[config.mk]
export PLATFORM = sky130hd
export DESIGN_NAME = uart_rx_flat
export DESIGN_NICKNAME = d
export VERILOG_FILES = /design/src/rtl/uart_rx_if.sv /design/src/rtl/uart_rx.sv /design/src/flat_wrapper.sv
export SDC_FILE = /design/constraint.sdc
export NUM_CORES = 1
export LEC_CHECK = 0
export BUFFER_PORTS_ARGS = -buffer_cell sky130_fd_sc_hd__buf_2
export CAP_MARGIN = 40
export CORE_UTILIZATION = 40
export CTS_CLUSTER_DIAMETER = 200
export CTS_CLUSTER_SIZE = 28
export DETAILED_ROUTE_END_ITERATION = 6
export GPL_ROUTABILITY_DRIVEN = 0
export GPL_TIMING_DRIVEN = 1
export SYNTH_ARGS = -nofsm -noshare
export SYNTH_HDL_FRONTEND = slang
export SYNTH_SLANG_ARGS = --single-unit
[constraint.sdc]
create_clock -name clk -period 4.6 [get_ports clk]
set_clock_uncertainty 0.15 [all_clocks]
set_input_delay 0.69 -clock clk [delete_from_list [all_inputs] [get_ports clk]]
set_output_delay 0.69 -clock clk [all_outputs]
set_load 0.03 [all_outputs]
[src/rtl/uart_rx_if.sv]
// Receive-side bundle for uart_rx: baud tick and serial line in,
// received byte with its valid/error strobes and busy flag out.
interface uart_rx_if #(
    parameter int DATA_BITS = 8
) ();
    logic                 tick;
    logic                 rx_line;
    logic [DATA_BITS-1:0] rx_data;
    logic                 rx_valid;
    logic                 frame_err;
    logic                 rx_busy;

    modport master (
        input  tick,
        input  rx_line,
        output rx_data,
        output rx_valid,
        output frame_err,
        output rx_busy
    );

    modport slave (
        output tick,
        output rx_line,
        input  rx_data,
        input  rx_valid,
        input  frame_err,
        input  rx_busy
    );
endinterface

[src/rtl/uart_rx.sv]
// 8N1 UART receiver, 16x oversampled on a shared baud tick.
// Samples mid-bit and flags a bad stop bit as a framing error.
module uart_rx #(
    parameter int DATA_BITS = 8
) (
    input  logic      clk,
    input  logic      rst,
    uart_rx_if.master bus
);
    typedef enum logic [1:0] {
        IDLE,
        START,
        DATA,
        STOP
    } state_t;

    state_t               state_q, state_d;
    logic                 rx_meta_q;
    logic                 rx_s_q;
    logic [3:0]           ticks_q, ticks_d;
    logic [2:0]           bit_idx_q, bit_idx_d;
    logic [DATA_BITS-1:0] shift_q, shift_d;
    logic                 armed_q, armed_d;
    logic [DATA_BITS-1:0] rx_data_q, rx_data_d;
    logic                 rx_valid_q, rx_valid_d;
    logic                 frame_err_q, frame_err_d;
    logic                 rx_busy_q, rx_busy_d;

    localparam logic [2:0] LAST_BIT = 3'(DATA_BITS - 1);

    always_comb begin
        state_d     = state_q;
        ticks_d     = ticks_q;
        bit_idx_d   = bit_idx_q;
        shift_d     = shift_q;
        armed_d     = armed_q;
        rx_data_d   = rx_data_q;
        rx_valid_d  = 1'b0;
        frame_err_d = 1'b0;
        rx_busy_d   = rx_busy_q;

        case (state_q)
            IDLE: begin
                rx_busy_d = 1'b0;
                if (bus.tick) begin
                    if (rx_s_q) begin
                        armed_d = 1'b1;
                    end else if (armed_q) begin
                        ticks_d   = 4'd0;
                        rx_busy_d = 1'b1;
                        state_d   = START;
                    end
                end
            end
            START: begin
                if (bus.tick) begin
                    if (ticks_q == 4'd7) begin
                        if (rx_s_q) begin
                            // glitch, not a start bit; stay armed
                            rx_busy_d = 1'b0;
                            state_d   = IDLE;
                        end else begin
                            ticks_d   = 4'd0;
                            bit_idx_d = 3'd0;
                            state_d   = DATA;
                        end
                    end else begin
                        ticks_d = ticks_q + 4'd1;
                    end
                end
            end
            DATA: begin
                if (bus.tick) begin
                    if (ticks_q == 4'd15) begin
                        shift_d = {rx_s_q, shift_q[DATA_BITS-1:1]};
                        ticks_d = 4'd0;
                        if (bit_idx_q == LAST_BIT) begin
                            state_d = STOP;
                        end else begin
                            bit_idx_d = bit_idx_q + 3'd1;
                        end
                    end else begin
                        ticks_d = ticks_q + 4'd1;
                    end
                end
            end
            STOP: begin
                if (bus.tick) begin
                    if (ticks_q == 4'd15) begin
                        rx_data_d = shift_q;
                        rx_busy_d = 1'b0;
                        state_d   = IDLE;
                        if (rx_s_q) begin
                            rx_valid_d = 1'b1;
                        end else begin
                            // disarm so a held-low break yields one error only
                            frame_err_d = 1'b1;
                            armed_d     = 1'b0;
                        end
                    end else begin
                        ticks_d = ticks_q + 4'd1;
                    end
                end
            end
            default: begin
                rx_busy_d = 1'b0;
                state_d   = IDLE;
            end
        endcase
    end

    always_ff @(posedge clk) begin
        if (rst) begin
            state_q     <= IDLE;
            rx_meta_q   <= 1'b1;
            rx_s_q      <= 1'b1;
            ticks_q     <= 4'd0;
            bit_idx_q   <= 3'd0;
            shift_q     <= '0;
            armed_q     <= 1'b1;
            rx_data_q   <= '0;
            rx_valid_q  <= 1'b0;
            frame_err_q <= 1'b0;
            rx_busy_q   <= 1'b0;
        end else begin
            state_q     <= state_d;
            rx_meta_q   <= bus.rx_line;
            rx_s_q      <= rx_meta_q;
            ticks_q     <= ticks_d;
            bit_idx_q   <= bit_idx_d;
            shift_q     <= shift_d;
            armed_q     <= armed_d;
            rx_data_q   <= rx_data_d;
            rx_valid_q  <= rx_valid_d;
            frame_err_q <= frame_err_d;
            rx_busy_q   <= rx_busy_d;
        end
    end

    assign bus.rx_data   = rx_data_q;
    assign bus.rx_valid  = rx_valid_q;
    assign bus.frame_err = frame_err_q;
    assign bus.rx_busy   = rx_busy_q;
endmodule

[src/flat_wrapper.sv]
// flat-port wrapper written by rule: the top's interface ports become plain ports
module uart_rx_flat 
#(
    parameter int DATA_BITS = 8
)
  (clk, rst, bus_tick, bus_rx_line, bus_rx_data, bus_rx_valid, bus_frame_err, bus_rx_busy);
  uart_rx_if #(.DATA_BITS(DATA_BITS)) bus_i ();
  input  logic clk;
  input  logic rst;
  input wire logic [$bits(bus_i.tick)-1:0] bus_tick;
  input wire logic [$bits(bus_i.rx_line)-1:0] bus_rx_line;
  output wire logic [$bits(bus_i.rx_data)-1:0] bus_rx_data;
  output wire logic [$bits(bus_i.rx_valid)-1:0] bus_rx_valid;
  output wire logic [$bits(bus_i.frame_err)-1:0] bus_frame_err;
  output wire logic [$bits(bus_i.rx_busy)-1:0] bus_rx_busy;
  assign bus_i.tick = bus_tick;
  assign bus_i.rx_line = bus_rx_line;
  assign bus_rx_data = bus_i.rx_data;
  assign bus_rx_valid = bus_i.rx_valid;
  assign bus_frame_err = bus_i.frame_err;
  assign bus_rx_busy = bus_i.rx_busy;
  uart_rx #(.DATA_BITS(DATA_BITS)) u_core (.clk(clk), .rst(rst), .bus(bus_i));
endmodule
==> flow_summary_export.csv <==
group,metric,value,unit
global_routing,globalRouteOverflowTotal,0,
final_layout,num-nets-final,177,
hold_path,worst_hold_path_type,"flop to flop",
synthesis,synthesis.instances,160,
cts,cts.hold.buffers_added,0,
cts,clockBufferDepth,2,
synthesis,yosys-top-cells-count,"31 x sky130_fd_sc_hd__dfxtp_1, 20 x sky130_fd_sc_hd__nand2_1, 17 x sky130_fd_sc_hd__nor2_1",
timing,slew_viol_final,0,
synthesis,synth-edff-count,0,
cts,cts_tree,"done",
route,routed_via_density,5.33,
worst_setup_path,worstSetupStartpointType,"flop",
synthesis,synth_cell_type_count,45,
pwr,worst_ir_drop_vdd,0.163,mV
timing,timing_hold_violations_final,0,
timing,fin_crit_sh,45.1,%
synthesis,post-synth-top-area-fraction,43.0,%
floorplanning,placement_rows,21,
place,post_detailed_placement_half_perimeter_wirelength,1960,um
floorplanning,design.portCount,15,
timing,worst_slew_pin_slew,661,ps
final_layout,num_antenna_cells,0,
global_routing,track_usage,17.3,%
timing,fmax,482,MHz
timing,grt_setup_unrepaired,"no",
synthesis,post-synth-top-count-cell,"sky130_fd_sc_hd__dfxtp_1",
timing,finalCriticalPeriod,2070,ps
cts,cts_sinks,31,
worst_setup_path,timing_worst_setup_path_type,"flop to flop",
timing,hold_slack,273,ps
cts,post_cts_buffers,0,
route,routed-via-count,1156,
global_routing,grt_pass1_vias,1069,
synthesis,post_synth_instance_area,1440,um2
cts,post_cts.resized_instances,0,
floorplanning,die-area,3850,um2
hold_path,whs_path_depth,1,
cts,h-tree-depth,2,
floorplanning,core_area,3390,um2
worst_setup_path,cp.required,4720,ps
synthesis,async_flop_share,0,%
route,detail_route.drc_violations,0,
final_layout,area.growth.synth_to_final,9.19,%
synthesis,synthesized_flop_and_latch_total,31,
cts,cts_root_buffer,"sky130_fd_sc_hd__clkbuf_4",
pwr,powerDensity,304,nW/um2
final_layout,final.fill_count,337,
place,place.port_buffers,14,
worst_setup_path,r2r.worst_path.cells,4,
global_routing,antenna_violations_before_repair,0,
route,totalWireLength,2840,um
worst_setup_path,crit_path_end_kind,"flop",
worst_setup_path,path_cells,"nand2b_1 -> o221ai_2 -> or4b_1 -> a21oi_1",
cts,numCtsBuffers,5,
cts,clk_transition_reported_paths,100,ps
synthesis,synth_area_leaders,"sky130_fd_sc_hd__dfxtp_1 43%, sky130_fd_sc_hd__a21oi_1 5.5%, sky130_fd_sc_hd__mux2i_1 5.5%, sky130_fd_sc_hd__nand2_1 5.2%, sky130_fd_sc_hd__nor2_1 4.4%",
timing,count_of_endpoints_failing_setup_in_the_final_report,0,
route,antenna_left,0,
cts,worst_skew_pair.late_latency,340,ps
worst_setup_path,arrival,2190,ps
pwr,power.leakage,0.000575,uW
worst_setup_path,slowest_delay,760,ps
synthesis,yosysWarnings,0,
synthesis,synth_top_flop_cell,"sky130_fd_sc_hd__dfxtp_1",
floorplanning,die_h,62.1,um
synthesis,postSynthAreaPerCell,9.02,um2
timing,worst_slew_margin_rel,55.9,%
worst_setup_path,path_max_fanout,17,
final_layout,final_layout_size_suffix_gt1_share,18.7,%
run,max_cap_viol_count,0,
timing,tns,0,ps
route,first_iter_violations,36,
synthesis,synthesis.nets,167,
global_routing,largest_net_degree_at_the_start_of_global_routing,35,
floorplanning,dieWidth,62.1,um
worst_setup_path,cpMaxStageDelayCell,"sky130_fd_sc_hd__dfxtp_1",
synthesis,post-synth-top-area-cell,"sky130_fd_sc_hd__dfxtp_1",
floorplanning,floorplan.initialDensity,42.6,%
outcome,run_status,"finished clean",
route,detail_route.wl_per_cell,13.1,um
synthesis,yosysSeqAreaShare,43.0,%
global_routing,grt_pass1_wl,4820,um
route,first_pass_iteration_count_of_the_detailed_router,4,
-- cells in the final DEF (no fill, tap or decap), types with 2 or more instances in the layout --
cell	instances
sky130_fd_sc_hd__a21oi_1	16
sky130_fd_sc_hd__o31ai_1	2
sky130_fd_sc_hd__or2_2	2
sky130_fd_sc_hd__a41o_1	2
sky130_fd_sc_hd__buf_2	14
sky130_fd_sc_hd__ha_1	3
sky130_fd_sc_hd__nand4_1	2
sky130_fd_sc_hd__or4b_1	2
sky130_fd_sc_hd__inv_1	2
sky130_fd_sc_hd__nor2_1	17
sky130_fd_sc_hd__o21ai_0	3
sky130_fd_sc_hd__nor3_1	2
sky130_fd_sc_hd__nand3_1	2
sky130_fd_sc_hd__clkbuf_4	5
sky130_fd_sc_hd__nand2_1	20
sky130_fd_sc_hd__nor3b_1	3
sky130_fd_sc_hd__a211oi_1	3
sky130_fd_sc_hd__nand2b_1	4
sky130_fd_sc_hd__dfxtp_1	31
sky130_fd_sc_hd__clkbuf_8	2
sky130_fd_sc_hd__mux2i_1	8
sky130_fd_sc_hd__nor2b_1	2
sky130_fd_sc_hd__a31oi_1	2
-- cell families (layout without fill, tap and decap cells) --
| group | Yosys count | in the layout | share of synthesized area [%] |
|---|---|---|---|
| AND/OR/NAND/NOR | 68 | 68 | 25.6 |
| AO/OA/AOI/OAI | 37 | 37 | 18.1 |
| flip-flops | 31 | 31 | 43.0 |
| buffers and inverters | 13 | 24 | 5.20 |
| multiplexers | 8 | 8 | 5.55 |
| adder cells (fa/ha/maj) | 3 | 3 | 2.60 |
-- power by group --
group,internal [uW],leakage [uW],switching [uW],total [uW]
clock network,89.3,0.0000375,97.6,187
registers,270,0.000250,4.28,274
logic,6.90,0.000287,11.9,18.8
total,366,0.000575,114,480
-- worst max-delay path: cells and delay by family (launching register included) --
| family | cells | cell delay (ps) |
|---|---|---|
| simple gates | 2 | 750 |
| compound gates | 2 | 340 |
| flops | 1 | 760 |
-- metrics by stage --
step                cells  total power [uW]  utilization [%]  instance area [um2]  worst slack [ps]
finish                217               480             46.5                 1580              2530
global route          217               500             46.5                 1580              2360
CTS                   217               485             46.5                 1580              2490
detailed placement    209               299             44.4                 1500              2450
global placement      209               298             44.4                 1500              2530
floorplan             160               296                -                 1440              2630
-- path summary, 6_finish.rpt --
path                                                      from                          endpoint  slack, ps
worst max register to register  u_core.state_q[0]$_SDFFE_PP0P_  u_core.bit_idx_q[1]$_SDFFE_PP0P_       2530
worst min-delay path               u_core.rx_meta_q$_SDFF_PP1_          u_core.rx_s_q$_SDFF_PP1_        270
worst max-delay path            u_core.state_q[0]$_SDFFE_PP0P_  u_core.bit_idx_q[1]$_SDFFE_PP0P_       2530
worst min register to register     u_core.rx_meta_q$_SDFF_PP1_          u_core.rx_s_q$_SDFF_PP1_        270
-- sequential cells by signal (all words and copies together), names as in the netlist, 3 cells and up, named ones only --
| name | flops |
|---|---|
| u_core.ticks_q | 4 |
| u_core.bit_idx_q | 3 |
| u_core.bus.rx_data | 8 |
| u_core.shift_q | 8 |
-- routing by layer --
| layer | global-route usage (%) | vias up | share of wire (%) |
|---|---|---|---|
| met1 | 20.6 | 541 | 44 |
| met3 | 5.59 | 3 | 3.5 |
| met5 | 0 | - | 0 |
| met4 | 6.67 | 0 | 1.4 |
| li1 | - | 592 | - |
| met2 | 28.9 | 20 | 51 |
-- area by class of cell --
class                      instances  area (um2)  area share (%)
multi-input combinational        116         748            47.5
sequential                        31         621            39.4
timing repair buffer              14        70.1            4.44
clock buffer                       7        65.1            4.13
tap                               46        57.6            3.65
clock inverter                     1        7.51           0.476
inverter                           2        7.51           0.476
No activity file was read; power rests on OpenSTA's default activity.
